`src/rtl/board_input_conditioner.sv`:
```
// Per-channel conditioner for raw board pins: synchroniser, optional inversion,
// optional debounce, and single-cycle rise/fall pulses on the conditioned level.
module board_input_conditioner #(
    parameter int              N_CH            = 4,
    parameter int              SYNC_STAGES     = 2,
    parameter int              DEBOUNCE_CYCLES = 650000,
    parameter logic [N_CH-1:0] INVERT_MASK     = '0,
    parameter logic [N_CH-1:0] BYPASS_MASK     = '0
) (
    input  logic            clk,
    input  logic            rst,
    input  logic [N_CH-1:0] in_raw,
    output logic [N_CH-1:0] level,
    output logic [N_CH-1:0] rise,
    output logic [N_CH-1:0] fall,
    output logic [N_CH-1:0] busy
);
    localparam int            CW       = $clog2(DEBOUNCE_CYCLES + 1);
    localparam logic [CW-1:0] CNT_LAST = CW'(DEBOUNCE_CYCLES - 1);
    localparam logic [CW-1:0] CNT_ONE  = CW'(1);

    logic [N_CH-1:0] sync_q [SYNC_STAGES];
    logic [N_CH-1:0] s;
    logic [CW-1:0]   cnt_q  [N_CH];
    logic [CW-1:0]   cnt_d  [N_CH];
    logic [N_CH-1:0] level_d;

    always_ff @(posedge clk) begin
        if (rst) begin
            for (int k = 0; k < SYNC_STAGES; k++) sync_q[k] <= '0;
        end else begin
            sync_q[0] <= in_raw;
            for (int k = 1; k < SYNC_STAGES; k++) sync_q[k] <= sync_q[k-1];
        end
    end

    // Inversion is applied after the chain so every pin sees identical sync timing.
    assign s = sync_q[SYNC_STAGES-1] ^ INVERT_MASK;

    always_comb begin
        level_d = level;
        for (int i = 0; i < N_CH; i++) begin
            cnt_d[i] = '0;
            if (BYPASS_MASK[i]) begin
                level_d[i] = s[i];
            end else if (s[i] != level[i]) begin
                // Flip on the D-th consecutive disagreeing cycle; any agreeing cycle restarts.
                if (cnt_q[i] == CNT_LAST) level_d[i] = s[i];
                else                      cnt_d[i]   = cnt_q[i] + CNT_ONE;
            end
        end
    end

    always_ff @(posedge clk) begin
        if (rst) begin
            level <= '0;
            rise  <= '0;
            fall  <= '0;
            busy  <= '0;
            for (int i = 0; i < N_CH; i++) cnt_q[i] <= '0;
        end else begin
            level <= level_d;
            rise  <= level_d & ~level;
            fall  <= ~level_d & level;
            for (int i = 0; i < N_CH; i++) begin
                cnt_q[i] <= cnt_d[i];
                busy[i]  <= (cnt_d[i] != '0);
            end
        end
    end
endmodule
```
`config.mk`:
```
export PLATFORM = sky130hd
export DESIGN_NAME = board_input_conditioner
export DESIGN_NICKNAME = d
export VERILOG_FILES = /design/src/rtl/board_input_conditioner.sv
export SDC_FILE = /design/constraint.sdc
export NUM_CORES = 1
export LEC_CHECK = 0
export BUFFER_PORTS_ARGS = -buffer_cell sky130_fd_sc_hd__buf_2
export CAP_MARGIN = 20
export CORE_ASPECT_RATIO = 1.4
export CORE_MARGIN = 8
export CORE_UTILIZATION = 56
export CTS_CLUSTER_SIZE = 12
export DETAILED_ROUTE_END_ITERATION = 16
export PLACE_DENSITY_LB_ADDON = 0.05
export SYNTH_ARGS = -nofsm -noshare
export SYNTH_HDL_FRONTEND = slang
export SYNTH_SLANG_ARGS = --single-unit
```
`constraint.sdc`:
```
create_clock -name clk -period 2.3 [get_ports clk]
set_clock_uncertainty 0.1 [all_clocks]
set_input_delay 0.69 -clock clk [delete_from_list [all_inputs] [get_ports clk]]
set_output_delay 0.69 -clock clk [all_outputs]
set_load 0.005 [all_outputs]
```
==> flow_metrics.env <==
export IMPL_drt_iter0_drc=188
export IMPL_period_needed_ps=2200
export IMPL_cts_htree_levels=3
export IMPL_max_freq_mhz=455
export IMPL_die_w_um=97.4
export IMPL_critical_path_required_ps=2480
export IMPL_hp_class="flip-flop to flip-flop"
export IMPL_cts_tree="done"
export IMPL_cp_arrival_ps=2380
export IMPL_clockBufferDepth=2
export IMPL_synth_edf_count=0
export IMPL_synthCells=629
export IMPL_grt_pass1_wl_um=18700
export IMPL_synthArstFlopShare=0
export IMPL_synthToLayoutAreaGrowth_pct=14.0
export IMPL_setup_ws_ps=103
export IMPL_grt_start_max_net_pins=22
export IMPL_diodes=0
export IMPL_r2r_setup_slack_ps=100
export IMPL_use_met1=0.196
export IMPL_netlist_area_um2=5190
export IMPL_setup_viol=0
export IMPL_power_leakage_nw=2.00
export IMPL_io_pins=22
export IMPL_routedWlPerCell_um=14.5
export IMPL_reg2reg_depth=6
export IMPL_dr_pass1_iters=4
export IMPL_end_kind="flip-flop"
export IMPL_drive_above_1_share=0.154
export IMPL_drc_errors=0
export IMPL_slew_violations=0
export IMPL_dp_slack_ps=74.7
export IMPL_fin_util=0.656
export IMPL_syn_area_per_cell_um2=8.25
export IMPL_dieArea_um2=12700
export IMPL_power_density_nw_per_um2=552
export IMPL_ys_seq_area_frac=0.401
export IMPL_path_class="flip-flop to flip-flop"
export IMPL_max_slew_margin=0.668
export IMPL_start_util=0.575
export IMPL_hold_viol=0
export IMPL_grt_busiest_layer="met2"
export IMPL_start_kind="flip-flop"
export IMPL_drt_wl_total_um=11200
export IMPL_hold_path_end="sync_q[0][6]$_SDFF_PP0_"
export IMPL_synth_seq_cells=104
export IMPL_nNetsFinal=674
export IMPL_clk_pin_slew_worst_paths_ps=70
export IMPL_cts_root_buf="clkbuf_16"
export IMPL_grt_pass1_vias=4259
export IMPL_antenna_found_initial=0
export IMPL_synth_area_leaders="dfxtp_1 40%, nor2_1 8.0%, xnor2_1 7.8%, xor2_1 4.9%, nand4_1 3.1%"
export IMPL_tightest_slew_ps=492
export IMPL_ys_flop_type="dfxtp_1"
export IMPL_vias_per_cell=5.79
export IMPL_reg2reg_to="busy[1]$_SDFF_PP0_"
export IMPL_holdPathStages=1
export IMPL_grt_usage=0.174
export IMPL_synth_top_area_frac=0.401
export IMPL_synthDistinctLibCells=57
export IMPL_num_vias=4483
export IMPL_synth_area_leader_cell="dfxtp_1"
export IMPL_hold_start="sync_q[0][2]$_SDFF_PP0_"
export IMPL_clock_sinks=104
export IMPL_met2_usage=0.306
export IMPL_numCtsBuffers=9
export IMPL_core_area_um2=9030
export IMPL_die_h_um=130
export IMPL_portBuffers=21
export IMPL_timing_rr_start="cnt_q[1][10]$_SDFF_PP0_"
export IMPL_setup_tns_ps=0
export IMPL_cap_violations=0
export IMPL_yosys_warnings=0
export IMPL_status="finished clean"
export IMPL_period_share=0.955
export IMPL_dp_hpwl_um=8030
export IMPL_worstPathMaxFanout=6
export IMPL_routabilityCongestion=0.899
export IMPL_clk_latency_ps=340
export IMPL_gr_total_overflow=0
export IMPL_ant_nets=0
export IMPL_syn_num_nets=639
export IMPL_grt_util_met3=0.0280
export IMPL_rows=41
export IMPL_vdd_drop_max_uv=442
[cells in the mapped netlist, types with 4 or more instances]
library cell    n
nor2_1        110
dfxtp_1       104
xnor2_1        46
nand2_1        43
nand3_1        30
xor2_1         29
clkbuf_1       28
nand4_1        26
nor3_1         26
nor4_1         18
and3_1         17
a21oi_1        14
inv_1          11
nor2b_1        11
nand2b_1        9
mux2i_1         8
nor4b_1         8
o21ai_0         7
a31oi_1         6
and4_1          6
or2_2           6
mux2_2          5
or4_1           5
buf_2           4
ha_1            4
o31ai_1         4
[power breakdown]
part	internal (mW)	total, mW	switching, mW
sequential	1.81	1.82	0.00692
combinational	0.0199	0.0487	0.0288
clock	0.750	1.40	0.650
[registers in the layout, summed over array words and instances (netlist names)]
name and flops:
cnt_q 80, sync_q 8, busy 4, fall 4, level 4, rise 4
[how the worst max path moves through the flow]
stage	slack [ps]	end	depth (start not counted)	start
after floorplan	40	cnt_q[0][14]$_SDFF_PP0_	9	cnt_q[0][0]$_SDFF_PP0_
after global placement	110	level[0]$_SDFF_PP0_	8	cnt_q[0][0]$_SDFF_PP0_
after detailed placement	70	level[0]$_SDFF_PP0_	8	cnt_q[0][0]$_SDFF_PP0_
after CTS	20	busy[1]$_SDFF_PP0_	6	cnt_q[1][0]$_SDFF_PP0_
after global routing	-20	busy[1]$_SDFF_PP0_	6	cnt_q[1][9]$_SDFF_PP0_
final	100	busy[1]$_SDFF_PP0_	6	cnt_q[1][10]$_SDFF_PP0_
[layer usage]
| metal | vias up | wire length [um] |
|---|---|---|
| met2 | 92 | 5480 |
| met5 | - | 0 |
| li1 | 2269 | - |
| met3 | 24 | 326 |
| met1 | 2098 | 5070 |
| met4 | 0 | 317 |
[area by class of cell]
cell class              count  area (um2)
fillers                   763        3110
well taps                 107         134
clock buffers              11         243
flip-flops and latches    104        2090
repair buffers             58         395
multi-input cells         480        3000
inverters                  11        41.3
clock inverters             3        20.0
[cell families (layout without fill, tap and decap cells)]
logic type | after synthesis | count (layout) | share of synthesized area
xor gates and xnor gates | 75 | 75 | 0.127
buffers and inverters | 45 | 83 | 0.0340
adders and majority gates | 4 | 4 | 0.00964
AOI/OAI and AO/OA | 55 | 55 | 0.0721
DFF | 104 | 104 | 0.401
muxes | 13 | 13 | 0.0263
and+or+nand+nor | 333 | 333 | 0.330
[what timing repair did]
item | 4_1_cts | 5_1_grt
gates resized for setup | 0 | 15
setup endpoints to repair | 0 | 25
buffers inserted | 0 | 0
hold buffers | 0 | 0
[per-stage QoR]
stage	hold slack (ps)	cell area [um2]	instances	total power, mW
final	337	5920	774	3.27
after global routing	365	5920	774	3.36
after CTS	339	5850	774	3.29
after detailed placement	324	5590	760	1.91
after global placement	327	5590	760	1.91
after floorplan	314	5190	629	1.89
[cell usage in the layout, fill, tap and decap left out, types with 11 or more instances in the layout]
| master | instances |
|---|---|
| nand4_1 | 26 |
| inv_1 | 11 |
| nor2b_1 | 11 |
| buf_2 | 21 |
| dfxtp_1 | 101 |
| and3_1 | 17 |
| nand3_1 | 29 |
| xnor2_1 | 46 |
| nand2_1 | 43 |
| nor2_1 | 110 |
| xor2_1 | 29 |
| nor4_1 | 13 |
| a21oi_1 | 14 |
| nor3_1 | 25 |
| buf_4 | 36 |
[critical path, stage by stage (launching register included)]
cell      delay [ps]
dfxtp_1          400
inv_1            110
or4_1            680
or4_4            540
o211ai_2          80
nor4_2            60
a21oi_1          160
Note: power is estimated with default switching activity, not from simulation.
